`config.mk`:
```
export PLATFORM = sky130hd
export DESIGN_NAME = hamming_scrub_ctrl_flat
export DESIGN_NICKNAME = d
export VERILOG_FILES = /design/src/rtl/hamming_scrub_ctrl_if.sv /design/src/rtl/hamming_scrub_ctrl.sv /design/src/flat_wrapper.sv
export SDC_FILE = /design/constraint.sdc
export NUM_CORES = 1
export LEC_CHECK = 0
export ABC_AREA = 1
export CAP_MARGIN = 10
export CORE_MARGIN = 2
export CORE_UTILIZATION = 57
export CTS_BUF_LIST = sky130_fd_sc_hd__clkbuf_2 sky130_fd_sc_hd__clkbuf_4 sky130_fd_sc_hd__clkbuf_8
export DETAILED_ROUTE_END_ITERATION = 10
export GPL_TIMING_DRIVEN = 0
export PLACE_DENSITY = 0.88
export RECOVER_POWER = 50
export SYNTH_ARGS = -nofsm -noshare
export SYNTH_HDL_FRONTEND = slang
export SYNTH_SLANG_ARGS = --single-unit
```
`constraint.sdc`:
```
create_clock -name clk -period 3.3 [get_ports clk]
set_input_delay 0.66 -clock clk [delete_from_list [all_inputs] [get_ports clk]]
set_output_delay 0.66 -clock clk [all_outputs]
set_load 0.03 [all_outputs]
```
`src/rtl/hamming_scrub_ctrl_if.sv`:
```
//------------------------------------------------------------------------------
// Module : hamming_scrub_ctrl_if
// Brief  : Single-port codeword RAM bus between the scrubber (master) and memory.
// Rev    : 1.0  initial release
//------------------------------------------------------------------------------
`default_nettype none

interface hamming_scrub_ctrl_if #(
   parameter int ADDR_W = 4
);
   logic [ADDR_W-1:0] mem_addr;
   logic              mem_rd_en;
   logic              mem_rd_valid;
   logic [6:0]        mem_rd_data;
   logic              mem_wr_en;
   logic              mem_wr_ready;
   logic [6:0]        mem_wr_data;

   modport master (
      output mem_addr, mem_rd_en, mem_wr_en, mem_wr_data,
      input  mem_rd_valid, mem_rd_data, mem_wr_ready
   );

   modport slave (
      input  mem_addr, mem_rd_en, mem_wr_en, mem_wr_data,
      output mem_rd_valid, mem_rd_data, mem_wr_ready
   );
endinterface

`default_nettype wire

```
`src/rtl/hamming_scrub_ctrl.sv`:
```
//------------------------------------------------------------------------------
// Module : hamming_scrub_ctrl
// Brief  : Hamming(7,4) memory scrubber; sweeps 0..DEPTH-1 and rewrites
//          corrected codewords. Optional macro HAMMING_SCRUB_LOG_EN adds
//          last-error address/syndrome outputs.
// Rev    : 1.0  initial release
//------------------------------------------------------------------------------
`default_nettype none

module hamming_scrub_ctrl #(
   parameter int ADDR_W = 4,
   parameter int DEPTH  = 16,
   parameter int CNT_W  = 8
) (
   input  wire logic              clk,
   input  wire logic              rst,
   input  wire logic              start,
   output logic                   busy,
   output logic                   done,
   output logic [CNT_W-1:0]       err_count,
`ifdef HAMMING_SCRUB_LOG_EN
   output logic [ADDR_W-1:0]      last_err_addr,
   output logic [2:0]             last_err_syn,
`endif
   hamming_scrub_ctrl_if.master   mem
);

   localparam logic [ADDR_W-1:0] c_last_addr = ADDR_W'(DEPTH - 1);
   localparam logic [CNT_W-1:0]  c_cnt_max   = '1;

   typedef enum logic [2:0] {
      ST_IDLE = 3'd0,
      ST_RD   = 3'd1,
      ST_WAIT = 3'd2,
      ST_CHK  = 3'd3,
      ST_WR   = 3'd4,
      ST_NEXT = 3'd5,
      ST_DONE = 3'd6
   } state_t;

   state_t            r_state;
   state_t            w_state_nxt;
   logic [ADDR_W-1:0] r_addr;
   logic [6:0]        r_rd_word;
   logic [6:0]        r_wr_data;
   logic [CNT_W-1:0]  r_err_count;
   logic [2:0]        w_syn;
   logic [6:0]        w_flip;
   logic [6:0]        w_fixed;

   // Syndrome value is the 1-based position of the bit to flip.
   assign w_syn   = {r_rd_word[3] ^ r_rd_word[4] ^ r_rd_word[5] ^ r_rd_word[6],
                     r_rd_word[1] ^ r_rd_word[2] ^ r_rd_word[5] ^ r_rd_word[6],
                     r_rd_word[0] ^ r_rd_word[2] ^ r_rd_word[4] ^ r_rd_word[6]};
   assign w_flip  = (w_syn == 3'd0) ? 7'd0 : (7'd1 << (w_syn - 3'd1));
   assign w_fixed = r_rd_word ^ w_flip;

   always_ff @(posedge clk) begin
      if (rst) begin
         r_state     <= ST_IDLE;
         r_addr      <= '0;
         r_rd_word   <= '0;
         r_wr_data   <= '0;
         r_err_count <= '0;
      end else begin
         r_state <= w_state_nxt;
         case (r_state)
            ST_IDLE: begin
               if (start) begin
                  r_addr      <= '0;
                  r_err_count <= '0;
               end
            end
            ST_WAIT: begin
               if (mem.mem_rd_valid) begin
                  r_rd_word <= mem.mem_rd_data;
               end
            end
            ST_CHK: begin
               r_wr_data <= w_fixed;
               if ((w_syn != 3'd0) && (r_err_count != c_cnt_max)) begin
                  r_err_count <= r_err_count + 1'b1;
               end
            end
            ST_NEXT: begin
               if (r_addr != c_last_addr) begin
                  r_addr <= r_addr + 1'b1;
               end
            end
            default: ;
         endcase
      end
   end

`ifdef HAMMING_SCRUB_LOG_EN
   // Deliberately survives start so the last fault stays visible across sweeps.
   always_ff @(posedge clk) begin
      if (rst) begin
         last_err_addr <= '0;
         last_err_syn  <= '0;
      end else if ((r_state == ST_CHK) && (w_syn != 3'd0)) begin
         last_err_addr <= r_addr;
         last_err_syn  <= w_syn;
      end
   end
`endif

   always_comb begin
      w_state_nxt   = r_state;
      busy          = 1'b1;
      done          = 1'b0;
      mem.mem_rd_en = 1'b0;
      mem.mem_wr_en = 1'b0;
      case (r_state)
         ST_IDLE: begin
            busy = 1'b0;
            if (start) w_state_nxt = ST_RD;
         end
         ST_RD: begin
            mem.mem_rd_en = 1'b1;
            w_state_nxt   = ST_WAIT;
         end
         ST_WAIT: begin
            if (mem.mem_rd_valid) w_state_nxt = ST_CHK;
         end
         ST_CHK: begin
            w_state_nxt = (w_syn == 3'd0) ? ST_NEXT : ST_WR;
         end
         ST_WR: begin
            mem.mem_wr_en = 1'b1;
            if (mem.mem_wr_ready) w_state_nxt = ST_NEXT;
         end
         ST_NEXT: begin
            w_state_nxt = (r_addr == c_last_addr) ? ST_DONE : ST_RD;
         end
         ST_DONE: begin
            done        = 1'b1;
            w_state_nxt = ST_IDLE;
         end
         default: begin
            busy        = 1'b0;
            w_state_nxt = ST_IDLE;
         end
      endcase
   end

   assign mem.mem_addr    = r_addr;
   assign mem.mem_wr_data = r_wr_data;
   assign err_count       = r_err_count;

endmodule

`default_nettype wire

```
`src/flat_wrapper.sv`:
```
// flat-port wrapper written by rule: the top's interface ports become plain ports
module hamming_scrub_ctrl_flat 
#(
   parameter int ADDR_W = 4,
   parameter int DEPTH  = 16,
   parameter int CNT_W  = 8
)
  (clk, rst, start, busy, done, err_count, mem_mem_addr, mem_mem_rd_en, mem_mem_wr_en, mem_mem_wr_data, mem_mem_rd_valid, mem_mem_rd_data, mem_mem_wr_ready);
  hamming_scrub_ctrl_if #(.ADDR_W(ADDR_W)) mem_i ();
  input  wire logic clk;
  input  wire logic rst;
  input  wire logic start;
  output logic busy;
  output logic done;
  output logic [CNT_W-1:0] err_count;
  output wire logic [$bits(mem_i.mem_addr)-1:0] mem_mem_addr;
  output wire logic [$bits(mem_i.mem_rd_en)-1:0] mem_mem_rd_en;
  output wire logic [$bits(mem_i.mem_wr_en)-1:0] mem_mem_wr_en;
  output wire logic [$bits(mem_i.mem_wr_data)-1:0] mem_mem_wr_data;
  input wire logic [$bits(mem_i.mem_rd_valid)-1:0] mem_mem_rd_valid;
  input wire logic [$bits(mem_i.mem_rd_data)-1:0] mem_mem_rd_data;
  input wire logic [$bits(mem_i.mem_wr_ready)-1:0] mem_mem_wr_ready;
  assign mem_mem_addr = mem_i.mem_addr;
  assign mem_mem_rd_en = mem_i.mem_rd_en;
  assign mem_mem_wr_en = mem_i.mem_wr_en;
  assign mem_mem_wr_data = mem_i.mem_wr_data;
  assign mem_i.mem_rd_valid = mem_mem_rd_valid;
  assign mem_i.mem_rd_data = mem_mem_rd_data;
  assign mem_i.mem_wr_ready = mem_mem_wr_ready;
  hamming_scrub_ctrl #(.ADDR_W(ADDR_W), .DEPTH(DEPTH), .CNT_W(CNT_W)) u_core (.clk(clk), .rst(rst), .start(start), .busy(busy), .done(done), .err_count(err_count), .mem(mem_i));
endmodule
```
Word level (Yosys, flattened, before mapping)
Index checks and enable logic that the tools add are counted.
Word-level totals
  flip-flop bits (word level): 29
  input port bits: 12
  output and inout port bits: 23
  logic and storage cells: 61
Operators by class
  $add $sub $neg: 3
  equality and inequality tests: 14
  shift operators: 1
  mux-type cells: 17
  bitwise gates (word level): 10
  reductions and logical operators: 11
Operator list (number)
  one-hot mux 3 bit (6 select lines): 1
  two-way mux 8 bit: 2
  one-hot mux 8 bit (2 select lines): 1
  two-way mux 3 bit: 4
  == test 3 bit, second input constant: 3
  AND reduction 3 bit: 3
  bitwise XOR 1 bit: 9
  adder 8 x 1 -> 8 bit, second input constant: 1
  two-way mux 4 bit: 2
  inequality test 8 bit, second input constant: 1
  one-hot mux 4 bit (2 select lines): 1
  two-way mux 7 bit: 1
  left shift 1 x 3 -> 7 bit, first input constant: 1
  bitwise XOR 7 bit: 1
  == test 3 x 2 -> 1 bit, second input constant: 2
  logical NOT 3 bit: 2
  inequality test 2 bit, second input constant: 3
  OR reduction 6 bit: 1
  two-way mux 1 bit: 5
  adder 4 x 1 -> 4 bit, second input constant: 1
  == test 4 bit, second input constant: 1
  inequality test 2 x 1 -> 1 bit, second input constant: 2
  inequality test 4 bit, second input constant: 1
  nonzero test 2 bit: 2
  other kinds (5): 5

Longest topological paths before layout
Gate-level depths: netlist (run 1).
  depth in word-level cells: 7
  depth in mapped cells: 14
  gate-level depth less buffers: 14

Worst setup path before layout (run 1)
No wires, ideal clock.
  path type: reg-to-reg
  start point: register u_core.r_rd_word[2]
  end point: register u_core.r_wr_data[6], in the netlist u_core.mem.mem_wr_data[6]
  library setup time: 0.109 ns
  data arrival time: 1.749 ns
  required time: 3.191 ns
  path slack: 1.442 ns
  stages on the path, launching flop included: 14
  buffers on the path: 0
  period minus slack after synthesis: 1.858 ns
  path through: dfxtp_1 > inv_2 > nand2_1 > nand2_1 > nand2_1 > nand2_1 > nor2_1 > ha_1 > nor2_1 > nand3_1 > nand2_1 > nand3_1 > nand2_1 > inv_1
Between the ends
  longest elaborated chain between the ends: 7
  elaborated cells between the ends (all ways): 11
  those cells by class: 1 x add/sub; 1 x shift; 1 x mux; 7 x bitwise; 1 x reduce/logical
RTL lines
  from (decl): RTL line hamming_scrub_ctrl.sv:44  | logic [6:0] r_rd_word;
  from (signal assigned): RTL line hamming_scrub_ctrl.sv:76  | r_rd_word <= mem.mem_rd_data;
  bitwise XOR 1 bit, on equally long branches (3 in a row): RTL line hamming_scrub_ctrl.sv:54, hamming_scrub_ctrl.sv:53
  subtractor 3 x 1 -> 3 bit: RTL line hamming_scrub_ctrl.sv:55  | assign w_flip = (w_syn == 3'd0) ? 7'd0 : (7'd1 << (w_syn - 3'd1));
  left shift 1 x 3 -> 7 bit: RTL line hamming_scrub_ctrl.sv:55
  two-way mux 7 bit *: RTL line hamming_scrub_ctrl.sv:55
  bitwise XOR 7 bit *: RTL line hamming_scrub_ctrl.sv:56  | assign w_fixed = r_rd_word ^ w_flip;
  to (signal assigned): RTL line hamming_scrub_ctrl.sv:80  | r_wr_data <= w_fixed;
  to (decl): RTL line hamming_scrub_ctrl.sv:45  | logic [6:0] r_wr_data;
Every way passes the cells marked *; elsewhere a longest branch is shown, timed or not.
A chain may end at the register's enable or synchronous reset.

Final worst setup path (run 1)
  start point: register u_core.r_state[0]
  end point: output busy
Between the ends
  longest elaborated chain between the ends: 3
  elaborated cells between the ends (all ways): 8
  those cells by class: 6 x eq/ne; 1 x mux; 1 x reduce/logical
RTL lines
  from (decl): RTL line hamming_scrub_ctrl.sv:41  | state_t r_state;
  from (signal assigned): RTL line hamming_scrub_ctrl.sv:66  | r_state <= w_state_nxt;
  == test 3 bit, or another cell as far along: RTL line hamming_scrub_ctrl.sv:114  | case (r_state)
  OR reduction 6 bit (no line) *
  two-way mux 1 bit *: RTL line hamming_scrub_ctrl.sv:114
  to (decl): RTL line flat_wrapper.sv:13  | output logic busy;
Marks and branches as above.

==> flow_results.xml, run 1 <==
<?xml version="1.0" encoding="UTF-8"?>
<metrics>
  <group name="critical_path">
    <metric name="worstSetupStartpointType" unit="">flip-flop</metric>
    <metric name="worstSetupEndpointType" unit="">output port</metric>
    <metric name="setup.worst_path.class" unit="">flip-flop to output port</metric>
    <metric name="timing.critical_path.fanout_max" unit="">5</metric>
    <metric name="reg2regPathDepth" unit="">12</metric>
    <metric name="critPathRequiredTime" unit="ns">2.64</metric>
    <metric name="critPathLaunch" unit="">u_core.r_state[0]$_SDFFE_PP0P_</metric>
    <metric name="startpoint_of_the_worst_slack_reg_to_reg_timing_path" unit="">u_core.r_rd_word[6]$_SDFFE_PP0P_</metric>
    <metric name="reg_to_reg_critical_path_endpoint" unit="">u_core.err_count[7]$_SDFFE_PP0P_</metric>
    <metric name="worst_ep_arrival_time" unit="ns">1.84</metric>
    <metric name="ff2ff_setup_slack" unit="ns">0.98</metric>
  </group>
  <group name="worst_hold_path">
    <metric name="hp-start" unit="">u_core.err_count[4]$_SDFFE_PP0P_</metric>
    <metric name="holdPathEnd" unit="">u_core.err_count[4]$_SDFFE_PP0P_</metric>
    <metric name="tightest_hold_check_type" unit="">flip-flop to flip-flop</metric>
    <metric name="whs_path_depth" unit="">2</metric>
  </group>
  <group name="timing">
    <metric name="fmax" unit="MHz">400</metric>
    <metric name="timing.setup.tns" unit="ns">0</metric>
    <metric name="worst_slew_margin_rel" unit="">0.591</metric>
    <metric name="final.period_utilization" unit="">0.758</metric>
    <metric name="unrepaired_setup_endpoints_after_global_routing" unit="">false</metric>
    <metric name="finalSetupViolations" unit="">0</metric>
    <metric name="worst_clock_skew" unit="ns">0.00597</metric>
    <metric name="timing.final.crit_period" unit="ns">2.50</metric>
    <metric name="tightest_slew" unit="ns">0.607</metric>
    <metric name="slew_viol_final" unit="">0</metric>
    <metric name="timing_hold_violations_final" unit="">0</metric>
  </group>
  <group name="yosys">
    <metric name="synth_cells" unit="">261</metric>
    <metric name="synth_seq_area_share" unit="">0.343</metric>
    <metric name="synth_enable_flop_cells" unit="">0</metric>
    <metric name="post_synth_instance_area" unit="um^2">1690</metric>
    <metric name="synth_fp_nets" unit="">277</metric>
    <metric name="synth_area_leaders" unit="">dfxtp_1 34%, nand2_1 14%, nor2_1 7.8%</metric>
    <metric name="synth-main-ff-cell" unit="">dfxtp_1</metric>
    <metric name="synthMostInstantiatedCell" unit="">nand2_1</metric>
    <metric name="fraction_of_post_synthesis_cell_area_in_the_top_cell_type_by_area" unit="">0.343</metric>
    <metric name="list_of_most_frequent_post_synthesis_cells" unit="">63 x nand2_1, 35 x nor2_1, 30 x inv_1, 29 x dfxtp_1, 23 x nand3_1</metric>
    <metric name="ys_types" unit="">31</metric>
    <metric name="netlist.top_cell.by_area" unit="">dfxtp_1</metric>
    <metric name="synth.ff_latch_count" unit="">29</metric>
    <metric name="synthesis.yosys.warnings" unit="">0</metric>
    <metric name="post_synth.cell_area_avg" unit="um^2">6.49</metric>
    <metric name="async_flop_share" unit="">0</metric>
  </group>
  <group name="routing">
    <metric name="antenna_left" unit="">0</metric>
    <metric name="drt_first_iter_violations" unit="">68</metric>
    <metric name="routed-via-count" unit="">1760</metric>
    <metric name="first_pass_iters" unit="">4</metric>
    <metric name="wire_per_inst" unit="um">11.1</metric>
    <metric name="drt_drc_violations_left" unit="">0</metric>
    <metric name="detail_route.vias_per_cell" unit="">5.29</metric>
    <metric name="detail_route.wirelength" unit="um">3710</metric>
  </group>
  <group name="cts">
    <metric name="hold_buffers" unit="">0</metric>
    <metric name="cts_resized" unit="">0</metric>
    <metric name="clkSlewWorstSetupHoldPaths" unit="ns">0.09</metric>
    <metric name="cts_max_path_buffers" unit="">2</metric>
    <metric name="count_of_clock_tree_sinks" unit="">29</metric>
    <metric name="cts_tree" unit="">done</metric>
    <metric name="htree_levels" unit="">2</metric>
    <metric name="clock_tree_root" unit="">clkbuf_4</metric>
    <metric name="clock_insertion_delay_worst_skew" unit="ns">0.34</metric>
    <metric name="numCtsBuffers" unit="">5</metric>
    <metric name="post_cts.repair.setup_buffers" unit="">0</metric>
  </group>
  <group name="grt">
    <metric name="grt-ovfl-total" unit="">0</metric>
    <metric name="number_of_antenna_violations_at_the_first_check_in_global_routing" unit="">0</metric>
    <metric name="pin_count_of_the_biggest_net_entering_global_routing" unit="">11</metric>
    <metric name="global_route.usage.total" unit="">0.251</metric>
    <metric name="via_count_of_the_first_global_routing_pass" unit="">1551</metric>
    <metric name="grt_pass1_wl" unit="um">6520</metric>
  </group>
  <group name="finish">
    <metric name="final_util" unit="">0.764</metric>
    <metric name="final-seq-area" unit="um^2">581</metric>
    <metric name="area.growth.synth_to_final" unit="%">25.6</metric>
    <metric name="final_layout_size_suffix_gt1_frac" unit="">0.0894</metric>
    <metric name="multi_input_comb_area" unit="um^2">937</metric>
    <metric name="antenna_cells_inserted" unit="">0</metric>
    <metric name="fillerInstances" unit="">240</metric>
    <metric name="finish.net_count" unit="">318</metric>
    <metric name="post-route-cell-area" unit="um^2">2130</metric>
  </group>
  <group name="place">
    <metric name="postPlaceCellArea" unit="um^2">2070</metric>
    <metric name="gp_congestion" unit="">0.879</metric>
    <metric name="dp_hpwl" unit="um">2810</metric>
    <metric name="port-buffer-count" unit="">34</metric>
  </group>
  <group name="power">
    <metric name="ir_worst_vdd" unit="mV">0.632</metric>
    <metric name="power.static_leakage" unit="nW">0.940</metric>
    <metric name="power_density" unit="nW/um^2">771</metric>
  </group>
  <group name="floorplan">
    <metric name="die_height" unit="um">58.5</metric>
    <metric name="boundaryPins" unit="">35</metric>
    <metric name="core.rowCount" unit="">19</metric>
    <metric name="coreArea" unit="um^2">2780</metric>
    <metric name="initial_core_util" unit="">0.609</metric>
    <metric name="dieWidth" unit="um">58.5</metric>
    <metric name="fp.dieArea" unit="um^2">3420</metric>
  </group>
  <group name="run_status">
    <metric name="run_status" unit="">completed</metric>
  </group>
  <group name="run">
    <metric name="cap_violations" unit="">0</metric>
  </group>
</metrics>
## worst max-delay path: stages, from the launching register on
cell and delay (ns):
dfxtp_1 0.43, inv_2 0.09, nand3_1 0.15, o21ai_0 0.11, inv_1 0.07, clkdlybuf4s50_1 0.66
## how the worst max path moves through the flow
stage / end / slack, ns / cells past startpoint
final: busy / 0.80 / 5
after CTS: busy / 0.79 / 5
after global placement: busy / 1.17 / 5
after detailed placement: u_core.mem.mem_wr_data[4]$_SDFFE_PP0P_ / 1.14 / 13
after global routing: busy / 0.65 / 5
after floorplan: u_core.mem.mem_wr_data[6]$_SDFFE_PP0P_ / 1.44 / 13
## report_power, final
part / internal [mW] / switching [mW]
combinational: 0.329 / 0.583
clock: 0.109 / 0.123
sequential: 0.419 / 0.0762
## routing by layer
| metal | up-vias | wire length (um) | GRT usage |
|---|---|---|---|
| met4 | 0 | 97 | 0.153 |
| met3 | 10 | 170 | 0.0725 |
| met2 | 35 | 1730 | 0.401 |
| met1 | 791 | 1710 | 0.296 |
| met5 | - | 0 | 0 |
| li1 | 924 | - | - |
## flip-flops by register name, indices dropped and copies added (netlist names)
name and count:
u_core.mem.mem_addr 4, u_core.err_count 8, u_core.mem.mem_wr_data 7, u_core.r_state 3
u_core.r_rd_word 7
## cell type report
| cell class | count | area share |
|---|---|---|
| plain buffers | 6 | 0.0165 |
| clock buffers | 7 | 0.0277 |
| inverters | 36 | 0.0636 |
| multi-input cells | 190 | 0.441 |
| flip-flops and latches | 29 | 0.273 |
| well taps | 31 | 0.0182 |
| repair buffers | 34 | 0.160 |
## layout by cell type (no fill, tap or decap), drive strengths merged, types with 2 or more instances in the layout
cell,instances
nand2,66
nor2,39
inv,36
dfxtp,29
nand3,25
clkdlybuf4s50,18
dlygate4sd3,16
a21oi,15
o21ai,15
clkbuf,10
nand4,9
nor3,4
ha,4
nor3b,3
buf,3
xor2,2
xnor2,2
a31oi,2
or2,2
## metrics by stage
stage	hold WS [ns]	setup WS, ns	power, mW	instances
after floorplan	0.460	1.44	1.17	261
after global placement	0.470	1.17	1.40	326
after detailed placement	0.469	1.14	1.42	326
after global routing	0.521	0.648	1.79	333
final	0.476	0.799	1.64	333
after CTS	0.484	0.785	1.66	333
## logic make-up after synthesis
logic type      share of synthesized area
xor+xnor                           0.0207
flops                               0.343
simple gates                        0.404
fa+ha+maj                          0.0296
buf+inv                             0.101
compound gates                      0.102
Power figures use the tool's default switching activity.
==> inputs of run 2 (changes only) <==
CORE_UTILIZATION = 53   (was 57)
PLACE_DENSITY = 0.82   (was 0.88)
clock period = 2.46 ns   (was 3.3 ns; I/O delays follow)
==> run 2 against run 1 <==
  * Clock skew grew 0.0049 ns
  * Sequential power increased by 34%
  * Power grew 35%
  * Cell area grew 1.1%
  * Critical path type unchanged
  * Critical endpoint is now mem_mem_rd_en
==> flow_results.xml, run 2 (synthesis results as in run 1) <==
<?xml version="1.0" encoding="UTF-8"?>
<metrics>
  <group name="run_status">
    <metric name="run_status" unit="">completed</metric>
  </group>
  <group name="timing">
    <metric name="fmax" unit="MHz">452</metric>
    <metric name="finalSetupViolations" unit="">0</metric>
    <metric name="unrepaired_setup_endpoints_after_global_routing" unit="">false</metric>
    <metric name="worst_clock_skew" unit="ns">0.0109</metric>
    <metric name="tightest_slew" unit="ns">0.495</metric>
    <metric name="timing_hold_violations_final" unit="">0</metric>
    <metric name="timing.final.crit_period" unit="ns">2.21</metric>
    <metric name="worst_slew_margin_rel" unit="">0.670</metric>
    <metric name="slew_viol_final" unit="">0</metric>
    <metric name="setup_slack" unit="ns">0.250</metric>
    <metric name="timing.setup.tns" unit="ns">0</metric>
    <metric name="final.period_utilization" unit="">0.898</metric>
  </group>
  <group name="finish">
    <metric name="final_util" unit="">0.704</metric>
    <metric name="fillerInstances" unit="">292</metric>
    <metric name="antenna_cells_inserted" unit="">0</metric>
    <metric name="finish.net_count" unit="">318</metric>
    <metric name="mostFrequentLayoutCells" unit="">63 x nand2_1, 33 x nor2_1, 30 x inv_1, 29 x dfxtp_1, 23 x nand3_1</metric>
    <metric name="layout_commonest_cell" unit="">nand2_1</metric>
    <metric name="instances_no_fill" unit="">347</metric>
    <metric name="area.growth.synth_to_final" unit="%">27.0</metric>
    <metric name="largest_reg_flops" unit="">8</metric>
    <metric name="final_layout_size_suffix_gt1_frac" unit="">0.102</metric>
  </group>
  <group name="place">
    <metric name="pre_cts_slack" unit="ns">0.250</metric>
    <metric name="placed_cells_incl_taps" unit="">339</metric>
    <metric name="gp_congestion" unit="">0.851</metric>
    <metric name="dp_hpwl" unit="um">2840</metric>
    <metric name="port-buffer-count" unit="">34</metric>
  </group>
  <group name="worst_hold_path">
    <metric name="hp-start" unit="">u_core.err_count[4]$_SDFFE_PP0P_</metric>
    <metric name="tightest_hold_check_type" unit="">flip-flop to flip-flop</metric>
    <metric name="holdPathEnd" unit="">u_core.err_count[4]$_SDFFE_PP0P_</metric>
    <metric name="whs_path_depth" unit="">2</metric>
  </group>
  <group name="floorplan">
    <metric name="fp.dieArea" unit="um^2">3660</metric>
    <metric name="core.rowCount" unit="">20</metric>
    <metric name="dieWidth" unit="um">60.5</metric>
    <metric name="coreArea" unit="um^2">3050</metric>
    <metric name="initial_core_util" unit="">0.555</metric>
    <metric name="boundaryPins" unit="">35</metric>
    <metric name="die_height" unit="um">60.5</metric>
  </group>
  <group name="grt">
    <metric name="grt-ovfl-total" unit="">0</metric>
    <metric name="grt_pass1_wl" unit="um">6540</metric>
    <metric name="global_route.usage.total" unit="">0.240</metric>
    <metric name="number_of_antenna_violations_at_the_first_check_in_global_routing" unit="">0</metric>
    <metric name="pin_count_of_the_biggest_net_entering_global_routing" unit="">11</metric>
    <metric name="via_count_of_the_first_global_routing_pass" unit="">1530</metric>
  </group>
  <group name="cts">
    <metric name="clock_tree_root" unit="">clkbuf_4</metric>
    <metric name="count_of_clock_tree_sinks" unit="">29</metric>
    <metric name="hold_buffers" unit="">0</metric>
    <metric name="post_cts.repair.setup_buffers" unit="">0</metric>
    <metric name="clkSlewWorstSetupHoldPaths" unit="ns">0.10</metric>
    <metric name="clock_insertion_delay_worst_skew" unit="ns">0.35</metric>
    <metric name="cts_max_path_buffers" unit="">2</metric>
    <metric name="htree_levels" unit="">2</metric>
    <metric name="cts_resized" unit="">0</metric>
    <metric name="numCtsBuffers" unit="">5</metric>
    <metric name="cts_tree" unit="">done</metric>
  </group>
  <group name="power">
    <metric name="power_density" unit="nW/um^2">1030</metric>
    <metric name="power.static_leakage" unit="nW">0.960</metric>
    <metric name="ir_worst_vdd" unit="mV">0.593</metric>
  </group>
  <group name="critical_path">
    <metric name="worst_ep_arrival_time" unit="ns">1.72</metric>
    <metric name="critPathRequiredTime" unit="ns">1.97</metric>
    <metric name="timing.critical_path.fanout_max" unit="">5</metric>
    <metric name="reg2regPathDepth" unit="">13</metric>
    <metric name="reg_to_reg_critical_path_endpoint" unit="">u_core.err_count[1]$_SDFFE_PP0P_</metric>
    <metric name="ff2ff_setup_slack" unit="ns">0.28</metric>
    <metric name="critPathLaunch" unit="">u_core.r_state[1]$_SDFFE_PP0P_</metric>
    <metric name="worstSetupStartpointType" unit="">flip-flop</metric>
    <metric name="startpoint_of_the_worst_slack_reg_to_reg_timing_path" unit="">u_core.r_rd_word[4]$_SDFFE_PP0P_</metric>
    <metric name="setup.worst_path.class" unit="">flip-flop to output port</metric>
    <metric name="worstSetupEndpointType" unit="">output port</metric>
  </group>
  <group name="routing">
    <metric name="routed-via-count" unit="">1758</metric>
    <metric name="antenna_left" unit="">0</metric>
    <metric name="drt_drc_violations_left" unit="">0</metric>
    <metric name="drt_first_iter_violations" unit="">103</metric>
    <metric name="first_pass_iters" unit="">4</metric>
    <metric name="detail_route.vias_per_cell" unit="">5.07</metric>
    <metric name="wire_per_inst" unit="um">10.9</metric>
    <metric name="detail_route.wirelength" unit="um">3790</metric>
  </group>
  <group name="run">
    <metric name="cap_violations" unit="">0</metric>
  </group>
</metrics>
-- run 2: cell type report --
| cell class | count | area (um^2) | area share |
|---|---|---|---|
| Buffer | 6 | 35.0 | 0.0163 |
| Clock buffer | 6 | 45.0 | 0.0210 |
| Clock inverter | 2 | 10.0 | 0.00466 |
| Inverter | 36 | 135 | 0.0629 |
| Multi-Input combinational cell | 190 | 946 | 0.440 |
| Sequential cell | 29 | 581 | 0.270 |
| Tap cell | 44 | 55.1 | 0.0256 |
| Timing Repair Buffer | 34 | 343 | 0.159 |
-- run 2: where the power goes --
part	internal, mW	switching [mW]	leakage (nW)
clock	0.120	0.177	0.0354
combinational	0.451	0.805	0.689
sequential	0.561	0.104	0.236
total	1.13	1.09	0.960
-- run 2: how the worst max path moves through the flow --
stage / to / depth (start not counted)
after floorplan: u_core.mem.mem_wr_data[6]$_SDFFE_PP0P_ / 13
after global placement: u_core.mem.mem_wr_data[4]$_SDFFE_PP0P_ / 13
after detailed placement: u_core.mem.mem_wr_data[4]$_SDFFE_PP0P_ / 13
after CTS: busy / 5
after global routing: u_core.mem.mem_wr_data[4]$_SDFFE_PP0P_ / 13
final: mem_mem_rd_en / 4
-- run 2: critical path, stage by stage, from the launching register on --
cell and delay [ns]:
dfxtp_1 0.37, inv_2 0.11, nand2_1 0.07, nor2_1 0.14, clkdlybuf4s50_1 0.69
-- run 2: metrics by stage --
stage | total power [mW] | area [um^2] | hold WS (ns)
2_1_floorplan | 1.57 | 1690 | 0.460
3_3_place_gp | 1.89 | 2090 | 0.470
3_5_place_dp | 1.91 | 2090 | 0.473
4_1_cts | 2.21 | 2140 | 0.487
5_1_grt | 2.41 | 2150 | 0.498
6_report | 2.22 | 2150 | 0.481
-- run 2: layer usage --
layer,track usage,routed length [um],up-vias,part of all wire
li1,-,-,928,-
met1,0.289,1750,782,0.46
met2,0.390,1750,35,0.46
met3,0.0597,168,13,0.044
met4,0.140,117,0,0.031
met5,0,0,-,0
==> inputs of run 3 (changes only) <==
CTS_BUF_LIST = sky130_fd_sc_hd__clkbuf_8   (was sky130_fd_sc_hd__clkbuf_2 sky130_fd_sc_hd__clkbuf_4 sky130_fd_sc_hd__clkbuf_8)
REMOVE_ABC_BUFFERS = 1   (was unset)
==> run 3 against run 2 <==
  * Hold slack worse by 0.0052 ns
  * Sequential power about the same
  * Largest power group unchanged
  * Combinational power down 5%
  * Clock skew down 0.0085 ns
  * Final cell count down 2.0%
  * Setup slack worse by 0.074 ns
  * Utilization down 0.29 points
  * Critical path type unchanged
==> flow_results.xml, run 3 (synthesis results as in run 1) <==
<?xml version="1.0" encoding="UTF-8"?>
<metrics>
  <group name="timing">
    <metric name="tightest_slew" unit="ns">0.804</metric>
    <metric name="timing.setup.tns" unit="ns">0</metric>
    <metric name="fmax" unit="MHz">438</metric>
    <metric name="timing.final.crit_period" unit="ns">2.28</metric>
    <metric name="unrepaired_setup_endpoints_after_global_routing" unit="">false</metric>
    <metric name="worst_clock_skew" unit="ns">0.00236</metric>
    <metric name="timing_hold_violations_final" unit="">0</metric>
    <metric name="setup_slack" unit="ns">0.175</metric>
    <metric name="final.period_utilization" unit="">0.929</metric>
    <metric name="slew_viol_final" unit="">0</metric>
    <metric name="finalSetupViolations" unit="">0</metric>
    <metric name="worst_slew_margin_rel" unit="">0.463</metric>
  </group>
  <group name="worst_hold_path">
    <metric name="tightest_hold_check_type" unit="">flip-flop to flip-flop</metric>
    <metric name="holdPathEnd" unit="">u_core.err_count[4]$_SDFFE_PP0P_</metric>
    <metric name="whs_path_depth" unit="">2</metric>
    <metric name="hp-start" unit="">u_core.err_count[4]$_SDFFE_PP0P_</metric>
  </group>
  <group name="place">
    <metric name="port-buffer-count" unit="">34</metric>
    <metric name="gp_congestion" unit="">0.885</metric>
    <metric name="dp_hpwl" unit="um">2560</metric>
    <metric name="postPlaceCellArea" unit="um^2">2050</metric>
    <metric name="pre_cts_slack" unit="ns">0.259</metric>
  </group>
  <group name="run_status">
    <metric name="run_status" unit="">completed</metric>
  </group>
  <group name="cts">
    <metric name="cts_max_path_buffers" unit="">2</metric>
    <metric name="clock_insertion_delay_worst_skew" unit="ns">0.28</metric>
    <metric name="count_of_clock_tree_sinks" unit="">29</metric>
    <metric name="cts_resized" unit="">0</metric>
    <metric name="post_cts.repair.setup_buffers" unit="">0</metric>
    <metric name="cts_tree" unit="">done</metric>
    <metric name="clkSlewWorstSetupHoldPaths" unit="ns">0.06</metric>
    <metric name="numCtsBuffers" unit="">5</metric>
    <metric name="clock_tree_root" unit="">clkbuf_8</metric>
    <metric name="hold_buffers" unit="">0</metric>
    <metric name="htree_levels" unit="">2</metric>
  </group>
  <group name="routing">
    <metric name="routed-via-count" unit="">1701</metric>
    <metric name="top_signal_layer_used" unit="">met4</metric>
    <metric name="detail_route.wirelength" unit="um">3460</metric>
    <metric name="antenna_left" unit="">0</metric>
    <metric name="detail_route.vias_per_cell" unit="">5.00</metric>
    <metric name="first_pass_iters" unit="">4</metric>
    <metric name="met2RoutedLength" unit="um">1500</metric>
    <metric name="dr_wl_met3" unit="um">157</metric>
    <metric name="drt_first_iter_violations" unit="">94</metric>
    <metric name="wire_per_inst" unit="um">10.2</metric>
    <metric name="drt_drc_violations_left" unit="">0</metric>
    <metric name="wl_met1" unit="um">1720</metric>
  </group>
  <group name="critical_path">
    <metric name="worstPathCellList" unit="">inv_2 -&gt; nand3_1 -&gt; o21ai_0 -&gt; inv_1 -&gt; clkdlybuf4s50_1</metric>
    <metric name="critPathRequiredTime" unit="ns">1.97</metric>
    <metric name="timing.critical_path.slowest_stage_cell" unit="">clkdlybuf4s50_1</metric>
    <metric name="setup.worst_path.class" unit="">flip-flop to output port</metric>
    <metric name="worst_ep_arrival_time" unit="ns">1.79</metric>
    <metric name="crit_path_max_incr_delay" unit="ns">0.66</metric>
    <metric name="reg_to_reg_critical_path_endpoint" unit="">u_core.err_count[4]$_SDFFE_PP0P_</metric>
    <metric name="reg2regPathDepth" unit="">13</metric>
    <metric name="startpoint_of_the_worst_slack_reg_to_reg_timing_path" unit="">u_core.r_rd_word[4]$_SDFFE_PP0P_</metric>
    <metric name="timing.critical_path.fanout_max" unit="">5</metric>
    <metric name="ff2ff_setup_slack" unit="ns">0.26</metric>
    <metric name="worstSetupStartpointType" unit="">flip-flop</metric>
    <metric name="critical-path-top-delay-family" unit="">buffers and inverters</metric>
    <metric name="worstSetupEndpointType" unit="">output port</metric>
    <metric name="worst-path-buf-inv" unit="">3</metric>
  </group>
  <group name="floorplan">
    <metric name="core.rowCount" unit="">20</metric>
    <metric name="boundaryPins" unit="">35</metric>
    <metric name="fp.dieArea" unit="um^2">3660</metric>
    <metric name="initial_core_util" unit="">0.555</metric>
    <metric name="dieWidth" unit="um">60.5</metric>
    <metric name="die_height" unit="um">60.5</metric>
    <metric name="coreArea" unit="um^2">3050</metric>
  </group>
  <group name="grt">
    <metric name="pin_count_of_the_biggest_net_entering_global_routing" unit="">22</metric>
    <metric name="global_route.usage.total" unit="">0.220</metric>
    <metric name="number_of_antenna_violations_at_the_first_check_in_global_routing" unit="">0</metric>
    <metric name="grt_pass1_wl" unit="um">5890</metric>
    <metric name="grt-ovfl-total" unit="">0</metric>
    <metric name="via_count_of_the_first_global_routing_pass" unit="">1387</metric>
  </group>
  <group name="power">
    <metric name="power_frac_seq" unit="">0.295</metric>
    <metric name="power.static_leakage" unit="nW">0.940</metric>
    <metric name="power.total" unit="mW">2.25</metric>
    <metric name="p_switching" unit="mW">1.05</metric>
    <metric name="power_density" unit="nW/um^2">1050</metric>
    <metric name="power_report.internal_total" unit="mW">1.20</metric>
    <metric name="p_clk_frac" unit="">0.172</metric>
    <metric name="ir_worst_vdd" unit="mV">0.522</metric>
    <metric name="comb_power_share" unit="">0.533</metric>
    <metric name="swShare" unit="">0.467</metric>
  </group>
  <group name="run">
    <metric name="cap_violations" unit="">0</metric>
  </group>
  <group name="finish">
    <metric name="area.growth.synth_to_final" unit="%">26.5</metric>
    <metric name="largest_reg_flops" unit="">8</metric>
    <metric name="antenna_cells_inserted" unit="">0</metric>
    <metric name="post-route-cell-area" unit="um^2">2140</metric>
    <metric name="finish.net_count" unit="">312</metric>
    <metric name="layout_commonest_cell" unit="">nand2_1</metric>
    <metric name="mostFrequentLayoutCells" unit="">63 x nand2_1, 34 x nor2_1, 31 x inv_1, 29 x dfxtp_1, 23 x nand3_1</metric>
    <metric name="final_layout_size_suffix_gt1_frac" unit="">0.0845</metric>
  </group>
</metrics>
==> run 3: cell count changes in the layout (fill, tap and decap cells not counted), moves of 2 or more <==
cell / delta
clkdlybuf4s50_1: +2
clkbuf_8: +6
clkbuf_4: -6
clkinv_2: -2
clkbuf_1: -3
==> run 3: power groups by stage <==
stage	Combinational [mW]	Sequential, mW	Clock (mW)
floorplan	0.767	0.769	0
global placement	1.16	0.671	0
detailed placement	1.19	0.675	0
CTS	1.20	0.665	0.401
global route	1.35	0.681	0.423
finish	1.20	0.665	0.387
==> run 3: how the worst max path moves through the flow <==
stage	startpoint	end	slack (ns)	depth (start not counted)
3_3_place_gp	u_core.r_rd_word[4]$_SDFFE_PP0P_	u_core.mem.mem_wr_data[5]$_SDFFE_PP0P_	0.28	13
2_1_floorplan	u_core.r_rd_word[2]$_SDFFE_PP0P_	u_core.mem.mem_wr_data[6]$_SDFFE_PP0P_	0.58	13
5_1_grt	u_core.r_rd_word[6]$_SDFFE_PP0P_	u_core.err_count[0]$_SDFFE_PP0P_	0.003	12
3_5_place_dp	u_core.r_rd_word[2]$_SDFFE_PP0P_	u_core.mem.mem_wr_data[5]$_SDFFE_PP0P_	0.26	13
4_1_cts	u_core.r_state[1]$_SDFFE_PP0P_	busy	0.16	5
6_report	u_core.r_state[1]$_SDFFE_PP0P_	busy	0.18	5
==> run 3: area by class of cell <==
cell class	instances	area [um^2]
multi-input cells	190	943
fillers	287	912
flip-flops and latches	29	581
repair buffers	34	340
inverters	36	135
clock buffers	6	82.6
well taps	44	55.1
clock inverters	1	3.75
==> run 3: per-layer routing <==
metal | global-route usage | vias to the layer above
met2 | 0.315 | 34
met5 | 0 | -
li1 | - | 915
met4 | 0.127 | 0
met3 | 0.0725 | 9
met1 | 0.291 | 743
==> run 3: per-stage QoR <==
step                std cells  utilization  hold slack (ns)
floorplan                 255            -            0.460
global placement          333        0.672            0.465
detailed placement        333        0.672            0.472
CTS                       340        0.700            0.482
global route              340        0.701            0.504
finish                    340        0.701            0.476
==> run 3: worst min-delay path: cells and delay by family, from the launching register on <==
family          cells  cell delay [ns]
compound gates      1             0.05
flops               1             0.32
simple gates        1             0.06
